## src/rtl/game_pkg.sv

```systemverilog
`default_nettype none
// ============================================================================
// Module  : game_pkg
// Purpose : Shared constants for the game screen renderer: coordinate width,
//           colour encodings, the gap LFSR tap mask and its step function.
// Ports   : none (package)
// Rev     : 1.0  initial release
// ============================================================================
package game_pkg;

    localparam int COORD_W = 10;

    // x^10 + x^7 + 1 : feedback taken from bits 9 and 6 of a left-shifting register
    localparam logic [COORD_W-1:0] LFSR_TAPS = 10'h240;

    typedef struct packed {
        logic [2:0] r;
        logic [2:0] g;
        logic [1:0] b;
    } colour_t;

    localparam colour_t COL_BIRD  = '{r: 3'd5, g: 3'd5, b: 2'd3};
    localparam colour_t COL_TUBE  = '{r: 3'd0, g: 3'd7, b: 2'd0};
    localparam colour_t COL_SKY   = '{r: 3'd0, g: 3'd5, b: 2'd3};
    localparam colour_t COL_BLACK = '{r: 3'd0, g: 3'd0, b: 2'd0};

    // One Fibonacci step: shift left, new LSB is the parity of the tapped bits.
    function automatic logic [COORD_W-1:0] lfsr_next(input logic [COORD_W-1:0] s);
        return {s[COORD_W-2:0], ^(s & LFSR_TAPS)};
    endfunction

endpackage
`default_nettype wire

```

## src/rtl/scene_renderer_if.sv

```systemverilog
`default_nettype none
// ============================================================================
// Module  : scene_renderer_if
// Purpose : Pixel/game bus between the VGA timing + game logic (master) and
//           the scene renderer (slave).
// Signals : x, y, video_on      - current pixel position and active-region flag
//           pos_x_tubes         - packed pipe left edges, pipe i in [10i+9:10i]
//           pos_y_bird          - bird top row
//           clear_lose / lose   - collision flag clear request / sticky flag
//           r, g, b             - registered colour to the DAC
// Rev     : 1.0  initial release
// ============================================================================
interface scene_renderer_if #(
    parameter int N_TUBES = 3
);
    logic [game_pkg::COORD_W-1:0]         x;
    logic [game_pkg::COORD_W-1:0]         y;
    logic                                 video_on;
    logic [game_pkg::COORD_W*N_TUBES-1:0] pos_x_tubes;
    logic [game_pkg::COORD_W-1:0]         pos_y_bird;
    logic                                 clear_lose;
    logic                                 lose;
    logic [2:0]                           r;
    logic [2:0]                           g;
    logic [1:0]                           b;

    modport master (
        output x, y, video_on, pos_x_tubes, pos_y_bird, clear_lose,
        input  lose, r, g, b
    );

    modport slave (
        input  x, y, video_on, pos_x_tubes, pos_y_bird, clear_lose,
        output lose, r, g, b
    );
endinterface
`default_nettype wire

```

## src/rtl/tube_gap_lfsr.sv

```systemverilog
`default_nettype none
// ============================================================================
// Module  : tube_gap_lfsr
// Purpose : Per-pipe gap generator. A 10-bit Fibonacci LFSR that advances one
//           step per 'step' pulse; the gap top row is GAP_MIN plus the low
//           log2(GAP_RANGE) bits of the register.
// Ports   : clk, reset (async, active-high), step (advance once),
//           seed (reset value, must be non-zero), top (gap top row)
// Rev     : 1.0  initial release
// ============================================================================
module tube_gap_lfsr
    import game_pkg::*;
#(
    parameter int GAP_MIN   = 40,
    parameter int GAP_RANGE = 256    // power of two, 2..1024
) (
    input  logic               clk,
    input  logic               reset,
    input  logic               step,
    input  logic [COORD_W-1:0] seed,
    output logic [COORD_W-1:0] top
);

    localparam int RANGE_W = $clog2(GAP_RANGE);

    logic [COORD_W-1:0] r_lfsr;

    // seed is tied to a per-instance constant, so the async load is a plain preset
    always_ff @(posedge clk or posedge reset) begin
        if (reset) begin
            r_lfsr <= seed;
        end else if (step) begin
            r_lfsr <= lfsr_next(r_lfsr);
        end
    end

    // power-of-two range makes the modulo a simple bit select
    assign top = COORD_W'(GAP_MIN) + COORD_W'(r_lfsr[RANGE_W-1:0]);

endmodule
`default_nettype wire

```

## src/rtl/scene_renderer.sv

```systemverilog
`default_nettype none
// ============================================================================
// Module  : scene_renderer
// Purpose : Two-stage pipelined pixel colour generator: bird sprite, N_TUBES
//           pipes with LFSR gap heights, blanking, and a sticky collision flag.
// Ports   : clk    - pixel clock
//           reset  - asynchronous, active-high
//           bus    - scene_renderer_if.slave (pixel position, object positions,
//                    clear_lose in; lose, r, g, b out)
// Latency : colour and blanking appear exactly 2 clocks after x/y/video_on.
// Rev     : 1.0  initial release
// ============================================================================
module scene_renderer
    import game_pkg::*;
#(
    parameter int                 N_TUBES   = 3,
    parameter int                 TUBE_W    = 40,
    parameter int                 GAP_H     = 120,
    parameter int                 GAP_MIN   = 40,
    parameter int                 GAP_RANGE = 256,
    parameter int                 BIRD_X    = 225,
    parameter int                 BIRD_S    = 25,
    parameter int                 SCREEN_H  = 480,
    parameter logic [COORD_W-1:0] SEED      = 10'h2A5
) (
    input  logic               clk,
    input  logic               reset,
    scene_renderer_if.slave    bus
);

    // Comparisons run one bit wider so edge+size never wraps around.
    localparam int W = COORD_W + 1;

    localparam logic [W-1:0] C_BIRD_X0 = W'(BIRD_X);
    localparam logic [W-1:0] C_BIRD_X1 = W'(BIRD_X + BIRD_S);
    localparam logic [W-1:0] C_BIRD_S  = W'(BIRD_S);
    localparam logic [W-1:0] C_TUBE_W  = W'(TUBE_W);
    localparam logic [W-1:0] C_GAP_H   = W'(GAP_H);
    localparam logic [W-1:0] C_SCREEN_H = W'(SCREEN_H);

    logic [W-1:0] w_x;
    logic [W-1:0] w_y;
    logic [W-1:0] w_bird_y;
    logic         w_bird_hit;
    logic         w_low_bird;
    logic [N_TUBES-1:0] w_span_hit;   // pixel lies in pipe i's column range
    logic [N_TUBES-1:0] w_gap_hit;    // ... and inside its gap

    assign w_x      = {1'b0, bus.x};
    assign w_y      = {1'b0, bus.y};
    assign w_bird_y = {1'b0, bus.pos_y_bird};

    assign w_bird_hit = (w_x >= C_BIRD_X0) && (w_x < C_BIRD_X1) &&
                        (w_y >= w_bird_y)  && (w_y < w_bird_y + C_BIRD_S);

    // bird sinking through the bottom of the screen is a loss regardless of x/y
    assign w_low_bird = (w_bird_y + C_BIRD_S) > C_SCREEN_H;

    // ------------------------------------------------------------------------
    // Per-pipe gap generator, wrap detection and hit tests
    // ------------------------------------------------------------------------
    for (genvar i = 0; i < N_TUBES; i++) begin : g_tube
        localparam logic [COORD_W-1:0] C_SEED = SEED ^ COORD_W'(i);

        logic [COORD_W-1:0] w_pos;
        logic [COORD_W-1:0] r_prev_x;
        logic [COORD_W-1:0] w_top;
        logic               w_step;
        logic [W-1:0]       w_left;
        logic [W-1:0]       w_top_w;

        assign w_pos = bus.pos_x_tubes[COORD_W*i +: COORD_W];

        // A jump to the right by more than one pixel means the pipe scrolled off
        // the left and re-entered on the right: draw a fresh gap for it.
        assign w_step = {1'b0, w_pos} > ({1'b0, r_prev_x} + W'(1));

        always_ff @(posedge clk or posedge reset) begin
            if (reset) begin
                r_prev_x <= '0;
            end else begin
                r_prev_x <= w_pos;
            end
        end

        tube_gap_lfsr #(
            .GAP_MIN   (GAP_MIN),
            .GAP_RANGE (GAP_RANGE)
        ) u_gap_lfsr (
            .clk   (clk),
            .reset (reset),
            .step  (w_step),
            .seed  (C_SEED),
            .top   (w_top)
        );

        assign w_left  = {1'b0, w_pos};
        assign w_top_w = {1'b0, w_top};

        assign w_span_hit[i] = (w_x >= w_left) && (w_x < w_left + C_TUBE_W);
        assign w_gap_hit[i]  = w_span_hit[i] &&
                               (w_y >= w_top_w) && (w_y < w_top_w + C_GAP_H);
    end

    // ------------------------------------------------------------------------
    // Stage 1: register hit flags and blanking
    // ------------------------------------------------------------------------
    logic               r_video_on;
    logic               r_bird_hit;
    logic               r_low_bird;
    logic [N_TUBES-1:0] r_span_hit;
    logic [N_TUBES-1:0] r_gap_hit;

    always_ff @(posedge clk or posedge reset) begin
        if (reset) begin
            r_video_on <= 1'b0;
            r_bird_hit <= 1'b0;
            r_low_bird <= 1'b0;
            r_span_hit <= '0;
            r_gap_hit  <= '0;
        end else begin
            r_video_on <= bus.video_on;
            r_bird_hit <= w_bird_hit;
            r_low_bird <= w_low_bird;
            r_span_hit <= w_span_hit;
            r_gap_hit  <= w_gap_hit;
        end
    end

    // A pipe's body is its column minus its gap. Every pipe shares one colour,
    // so "lowest-index body wins" reduces to "any body".
    logic [N_TUBES-1:0] w_body_hit;
    logic               w_any_body;
    logic               w_collide;

    assign w_body_hit = r_span_hit & ~r_gap_hit;
    assign w_any_body = |w_body_hit;
    assign w_collide  = r_video_on && ((r_bird_hit && w_any_body) || r_low_bird);

    // ------------------------------------------------------------------------
    // Stage 2: colour priority mux and sticky collision flag
    // ------------------------------------------------------------------------
    colour_t r_colour;
    logic    r_lose;

    always_ff @(posedge clk or posedge reset) begin
        if (reset) begin
            r_colour <= COL_BLACK;
        end else if (!r_video_on) begin
            r_colour <= COL_BLACK;
        end else if (r_bird_hit) begin
            r_colour <= COL_BIRD;
        end else if (w_any_body) begin
            r_colour <= COL_TUBE;
        end else begin
            r_colour <= COL_SKY;
        end
    end

    // set takes precedence over a simultaneous clear
    always_ff @(posedge clk or posedge reset) begin
        if (reset) begin
            r_lose <= 1'b0;
        end else if (w_collide) begin
            r_lose <= 1'b1;
        end else if (bus.clear_lose) begin
            r_lose <= 1'b0;
        end
    end

    assign bus.r    = r_colour.r;
    assign bus.g    = r_colour.g;
    assign bus.b    = r_colour.b;
    assign bus.lose = r_lose;

endmodule
`default_nettype wire

```

## src/flat_wrapper.sv

```systemverilog
// flat-port wrapper written by rule: the top's interface ports become plain ports
module scene_renderer_flat import game_pkg::*;
#(
    parameter int                 N_TUBES   = 3,
    parameter int                 TUBE_W    = 40,
    parameter int                 GAP_H     = 120,
    parameter int                 GAP_MIN   = 40,
    parameter int                 GAP_RANGE = 256,
    parameter int                 BIRD_X    = 225,
    parameter int                 BIRD_S    = 25,
    parameter int                 SCREEN_H  = 480,
    parameter logic [COORD_W-1:0] SEED      = 10'h2A5
)
  (clk, reset, bus_x, bus_y, bus_video_on, bus_pos_x_tubes, bus_pos_y_bird, bus_clear_lose, bus_lose, bus_r, bus_g, bus_b);
  scene_renderer_if #(.N_TUBES(N_TUBES)) bus_i ();
  input  logic clk;
  input  logic reset;
  input wire logic [$bits(bus_i.x)-1:0] bus_x;
  input wire logic [$bits(bus_i.y)-1:0] bus_y;
  input wire logic [$bits(bus_i.video_on)-1:0] bus_video_on;
  input wire logic [$bits(bus_i.pos_x_tubes)-1:0] bus_pos_x_tubes;
  input wire logic [$bits(bus_i.pos_y_bird)-1:0] bus_pos_y_bird;
  input wire logic [$bits(bus_i.clear_lose)-1:0] bus_clear_lose;
  output wire logic [$bits(bus_i.lose)-1:0] bus_lose;
  output wire logic [$bits(bus_i.r)-1:0] bus_r;
  output wire logic [$bits(bus_i.g)-1:0] bus_g;
  output wire logic [$bits(bus_i.b)-1:0] bus_b;
  assign bus_i.x = bus_x;
  assign bus_i.y = bus_y;
  assign bus_i.video_on = bus_video_on;
  assign bus_i.pos_x_tubes = bus_pos_x_tubes;
  assign bus_i.pos_y_bird = bus_pos_y_bird;
  assign bus_i.clear_lose = bus_clear_lose;
  assign bus_lose = bus_i.lose;
  assign bus_r = bus_i.r;
  assign bus_g = bus_i.g;
  assign bus_b = bus_i.b;
  scene_renderer #(.N_TUBES(N_TUBES), .TUBE_W(TUBE_W), .GAP_H(GAP_H), .GAP_MIN(GAP_MIN), .GAP_RANGE(GAP_RANGE), .BIRD_X(BIRD_X), .BIRD_S(BIRD_S), .SCREEN_H(SCREEN_H), .SEED(SEED)) u_core (.clk(clk), .reset(reset), .bus(bus_i));
endmodule
```

## config.mk

```make
export PLATFORM = sky130hd
export DESIGN_NAME = scene_renderer_flat
export DESIGN_NICKNAME = d
export VERILOG_FILES = /design/src/rtl/game_pkg.sv /design/src/rtl/scene_renderer_if.sv /design/src/rtl/tube_gap_lfsr.sv /design/src/rtl/scene_renderer.sv /design/src/flat_wrapper.sv
export SDC_FILE = /design/constraint.sdc
export NUM_CORES = 1
export LEC_CHECK = 0
export ABC_AREA = 0
export BUFFER_PORTS_ARGS = -buffer_cell sky130_fd_sc_hd__buf_2
export CAP_MARGIN = 20
export CORE_MARGIN = 1.5
export CORE_UTILIZATION = 60
export DETAILED_ROUTE_END_ITERATION = 8
export PLACE_DENSITY = 0.81
export SYNTH_ARGS = -nofsm -noshare
export SYNTH_HDL_FRONTEND = slang
export SYNTH_SLANG_ARGS = --single-unit
```

## constraint.sdc

```tcl
create_clock -name clk -period 7.4 [get_ports clk]
set_clock_uncertainty 0.05 [all_clocks]
set_input_delay 1.48 -clock clk [delete_from_list [all_inputs] [get_ports clk]]
set_output_delay 1.48 -clock clk [all_outputs]
set_load 0.01 [all_outputs]
```

-- After elaboration in Yosys (flattened, before gate mapping)
Cells that the tools add are included.
- bits of input ports: 64
- register bits after elaboration: 78
- word-level logic and storage cells: 75
- output and inout port bits: 9
- $add $sub $neg: 13
- multiplexer cells: 5
- bitwise operators: 2
- $lt $le $gt $ge: 20
- reductions and logical operators: 20
- operators with widths (operator ; number):
    < comparator 10 x 11 -> 1 bit ; 7
    greater-or-equal comparator 10 bit ; 4
    adder 10 x 1 -> 11 bit, second input constant ; 3
    adder 10 x 6 -> 11 bit, second input constant ; 3
    greater-than comparator 10 x 11 -> 1 bit ; 3
    adder 9 x 7 -> 10 bit, second input constant ; 3
    greater-or-equal comparator 10 x 9 -> 1 bit ; 3
    parity 10 bit ; 3
    adder 6 x 8 -> 9 bit, first input constant ; 3
    2-to-1 mux 8 bit ; 2
    logical AND 1 bit ; 14
    adder 10 x 5 -> 11 bit, second input constant ; 1
    greater-than comparator 11 x 9 -> 1 bit, second input constant ; 1
    greater-or-equal comparator 10 x 8 -> 1 bit, second input constant ; 1
    < comparator 10 x 8 -> 1 bit, second input constant ; 1
    2-to-1 mux 4 bit ; 1
    bitwise AND 3 bit ; 1
    NOT 3 bit ; 1
    OR reduction 3 bit ; 1
    2-to-1 mux 1 bit ; 2
    nonzero test 2 bit ; 1
    logical OR 1 bit ; 1

-- Depth between registers and ports, before layout
- depth in word-level cells: 7
- gate-level depth with buffers: 12
- gate-level depth less buffers: 12

-- Worst setup path after synthesis
OpenSTA, ideal clock, no wires.
- path kind: input to register
- start: input bus_pos_y_bird[0]
- end: register u_core.r_bird_hit
- required time: 7256 ps
- buffers on the path: 0
- path slack: 3755 ps
- cell stages on the path: 11
- setup time: 94 ps
- arrival time: 3501 ps
- path through: ha_1 -> a211oi_2 -> nor2_2 -> xnor2_1 -> ha_1 -> a211oi_1 -> inv_1 -> o221ai_1 -> a31oi_1 -> o41a_1 -> a211oi_1
- cells in the longest elaborated chain, start to end: 3
- elaborated cells between the ends (all ways): 5
- classes of those cells: 1 x add/sub; 2 x order compare; 2 x reduce/logical
- ends and longest elaborated chain (what ; line ; source):
    start: declaration ; flat_wrapper.sv:22 ; input wire logic [$bits(bus_i.pos_y_bird)-1:0] bus_pos_y_bird;
    adder 10 x 5 -> 11 bit or greater-or-equal comparator 10 bit (tied branches) ; scene_renderer.sv:54 ; (w_y >= w_bird_y) && (w_y < w_bird_y + C_BIRD_S);
    < comparator 10 x 11 -> 1 bit or logical AND 1 bit (tied branches) ; scene_renderer.sv:54, scene_renderer.sv:53 ;
    logical AND 1 bit * ; scene_renderer.sv:54 ;
    net u_core.w_bird_hit ; scene_renderer.sv:44 ; logic w_bird_hit;
    end signal: assignment ; scene_renderer.sv:123 ; r_bird_hit <= w_bird_hit;
    end: declaration ; scene_renderer.sv:109 ; logic r_bird_hit;
The timed path passes the listed nets; every way through them passes the cells marked *.
A chain may end at the register's enable or synchronous reset.

-- Worst setup path in the final report
Ends and elaborated chain as after synthesis.

==> results.sh <==
export IMPL_status="complete, no violations"
export IMPL_synthCells=773
export IMPL_die_w_um=113
export IMPL_tritoncts="yes"
export IMPL_cp_data_arrival_time_ns=3.92
export IMPL_syn_nets=994
export IMPL_grt_use_total_pct=27.6
export IMPL_finalNonFillerCells=988
export IMPL_worst_slew_pin_slew_ns=0.948
export IMPL_drt_iter0_drc=283
export IMPL_report_final_slew_viol_count=0
export IMPL_h_tree_depth=3
export IMPL_synthFlopType="dfrtp_1"
export IMPL_crit_fanout=5
export IMPL_ctsResizeCount=0
export IMPL_dp_cells=972
export IMPL_start_util_pct=62.5
export IMPL_end_kind="flip-flop"
export IMPL_preCtsSetupSlack_ns=3.35
export IMPL_relSlewSlack_pct=36.8
export IMPL_final_core_util_pct=69.3
export IMPL_n_fill_cell=879
export IMPL_powerDensity_nw_per_um2=280
export IMPL_synthArstFlopShare_pct=100
export IMPL_rows=39
export IMPL_nets=1061
export IMPL_max_freq_mhz=269
export IMPL_placed_area_um2=7690
export IMPL_r2r_end="u_core.g_tube[2].u_gap_lfsr.r_lfsr[6]$_DFFE_PP0N_"
export IMPL_setup_viol=0
export IMPL_reg2regPathDepth=11
export IMPL_ir_drop_mv=0.250
export IMPL_placement_io_buffers=71
export IMPL_drc=0
export IMPL_finalWeightedCongestion=0.899
export IMPL_fin_area_um2=8010
export IMPL_drt_total_wl_um=16600
export IMPL_grt_overflow_total=0
export IMPL_antenna_found_initial=0
export IMPL_cts_hold_buf=0
export IMPL_startpoint="bus_pos_y_bird[0]"
export IMPL_slowest_delay_ns=0.33
export IMPL_yosysWarningCount=0
export IMPL_grt_pass1_wl_um=27900
export IMPL_post_drt_wl_per_cell_um=16.8
export IMPL_cts_setup_buffers=0
export IMPL_grt_pass1_vias=6172
export IMPL_synth_seq_area_share_pct=25.9
export IMPL_fin_ws_ns=3.68
export IMPL_vias=5899
export IMPL_syn_avg_cell_area_um2=9.34
export IMPL_area_growth_pct=10.9
export IMPL_cts_made_buffers=9
export IMPL_hold_viol_final=0
export IMPL_clock_sinks=74
export IMPL_whs_ns=0.363
export IMPL_firstDrtPassIters=4
export IMPL_io_pins=73
export IMPL_syn_cell_area_um2=7220
export IMPL_crit_path_end="u_core.r_bird_hit$_DFF_PP0_"
export IMPL_cts_buffer_depth=2
export IMPL_period_share_pct=50.2
export IMPL_coreArea_um2=11600
export IMPL_reg2reg_slack_ns=4.22
export IMPL_dp_hpwl_um=12900
export IMPL_crit_type="input port to flip-flop"
export IMPL_grt_start_max_net_pins=75
export IMPL_post_synth_num_cell_types=64
export IMPL_routed_via_density=5.97
export IMPL_diodes=0
export IMPL_power_leakage_nw=3.97
export IMPL_synth_edff_count=0
export IMPL_cp_cell_sequence="buf_2 -> ha_1 -> a211oi_2 -> nor2_2 -> xnor2_1 -> ha_1 -> a211oi_1 -> inv_1 -> o221ai_1 -> a31oi_1 -> o41a_1 -> a211oi_1"
export IMPL_die_area_um2=12700
export IMPL_hold_class="flip-flop to flip-flop"
export IMPL_fin_tns_setup_ns=0
export IMPL_clk_pin_slew_worst_paths_ns=0.06
export IMPL_drive_gt1_share_pct=16.3
export IMPL_start_kind="input port"
export IMPL_ctsRootBufferMaster="clkbuf_16"
export IMPL_fin_crit_ns=3.72
export IMPL_drtAntennaViolNets=0
export IMPL_die_height_um=113
export IMPL_cpMaxStageDelayCell="o41a_1"
export IMPL_r2r_start="u_core.g_tube[2].r_prev_x[0]$_DFF_PP0_"
export IMPL_crit_required_ns=7.60
export IMPL_rsz0062_at_grt="false"
export IMPL_total_power_mw=2.25
export IMPL_max_cap_viol_count=0
export IMPL_synth_seq_cells=74
export IMPL_insertion_delay_ns=0.36
-- cell usage after synthesis (6+ instances only) --
library cell	number	area, um^2
xor2_1	32	280
nand4_1	14	87.6
dfrtp_1	59	1480
o21ai_0	35	175
inv_1	87	327
ha_1	157	1960
nor3_1	15	75.1
a21o_1	18	135
o2111ai_1	8	70.1
o211ai_1	6	45.0
a211oi_1	7	52.6
mux2i_1	7	70.1
dfstp_2	15	394
o21a_1	12	90.1
nand2b_1	8	50.1
nor4_1	6	37.5
xnor2_1	39	342
nand3_1	25	125
nor2b_1	12	75.1
mux2_2	23	259
nand2_1	32	120
a31oi_1	6	37.5
a21oi_1	46	230
clkbuf_1	8	30.0
nor2_1	31	116
-- logic make-up after synthesis --
group / count (synthesis) / share of synthesized area [%]
AO/OA/AOI/OAI: 171 / 16.1
XOR/XNOR: 71 / 8.61
flip-flops: 74 / 25.9
buffers and inverters: 103 / 5.61
adder cells (fa/ha/maj): 159 / 27.5
other: 1 / 0.0519
multiplexers: 30 / 4.56
AND/OR/NAND/NOR: 164 / 11.7
-- registers in the layout (all words and copies together), names as in the netlist --
register and flops:
u_core.r_low_bird 1, u_core.g_tube.r_prev_x 30, u_core.bus.b 1, u_core.bus.r 1, u_core.r_bird_hit 1, u_core.r_video_on 1
u_core.g_tube.u_gap_lfsr.r_lfsr 30, u_core.r_span_hit 3, u_core.bus.lose 1, u_core.r_gap_hit 3, u_core.bus.g 2
-- placed cells by master (no fill, tap or decap), types with 3 or more instances in the layout --
master / Yosys / final
a2111oi_0: 4 / 4
a21o_1: 18 / 18
nand2_1: 32 / 32
ha_1: 157 / 157
o21a_1: 12 / 12
o31ai_1: 4 / 4
nor4_1: 6 / 6
inv_1: 87 / 86
nand2b_1: 8 / 8
a31oi_1: 6 / 6
o2111ai_1: 8 / 8
nand4_1: 14 / 14
nor3_1: 15 / 15
dfstp_2: 15 / 15
clkbuf_16: 0 / 9
and3_1: 4 / 4
a211oi_1: 7 / 7
dfrtp_1: 59 / 59
nor2b_1: 12 / 12
a21oi_1: 46 / 46
xor2_1: 32 / 32
o211ai_1: 6 / 6
mux2_2: 23 / 23
xnor2_1: 39 / 39
nor2_1: 31 / 31
mux2i_1: 7 / 7
nand3_1: 25 / 25
o21ai_0: 35 / 35
o211ai_4: 3 / 3
buf_2: 2 / 71
-- area by class of cell --
type	count	area, um^2	area share (%)
inverter	87	327	4.07
tap	143	179	2.23
timing repair buffer	72	363	4.53
clock inverter	6	88.8	1.11
clock buffer	10	239	2.98
sequential	74	1870	23.3
multi-input combinational	596	4950	61.7
-- routing by layer --
metal  up-vias  track usage [%]  part of all wire, %
met5         -                0                    0
met4         0             11.2                  2.5
met3        38             5.73                  4.4
met2       136             49.8                   51
met1      2803             31.8                   42
li1       2922                -                    -
-- worst min-delay path by stage --
stage	startpoint	end	depth (start not counted)	slack, ns
floorplan	u_core.r_video_on$_DFF_PP0_	u_core.bus.g[0]$_DFF_PP0_	0	0.32
global placement	u_core.r_video_on$_DFF_PP0_	u_core.bus.g[0]$_DFF_PP0_	0	0.33
detailed placement	u_core.r_video_on$_DFF_PP0_	u_core.bus.g[0]$_DFF_PP0_	0	0.34
CTS	u_core.r_video_on$_DFF_PP0_	u_core.bus.g[0]$_DFF_PP0_	0	0.36
global route	u_core.r_video_on$_DFF_PP0_	u_core.bus.g[0]$_DFF_PP0_	0	0.38
finish	u_core.r_video_on$_DFF_PP0_	u_core.bus.g[0]$_DFF_PP0_	0	0.36
-- worst max-delay path, delay by kind of cell --
family                   cells  cell delay, ns
XOR/XNOR                     1            0.19
adder cells (fa/ha/maj)      2            0.53
AND/OR/NAND/NOR              1            0.09
AO/OA/AOI/OAI                6            1.41
buffers and inverters        2            0.22
-- power by group --
| group | internal [mW] | switching [mW] |
|---|---|---|
| clock network | 0.305 | 0.185 |
| registers | 0.534 | 0.120 |
| logic | 0.523 | 0.580 |
| total | 1.36 | 0.885 |
Power figures use the tool's default switching activity.
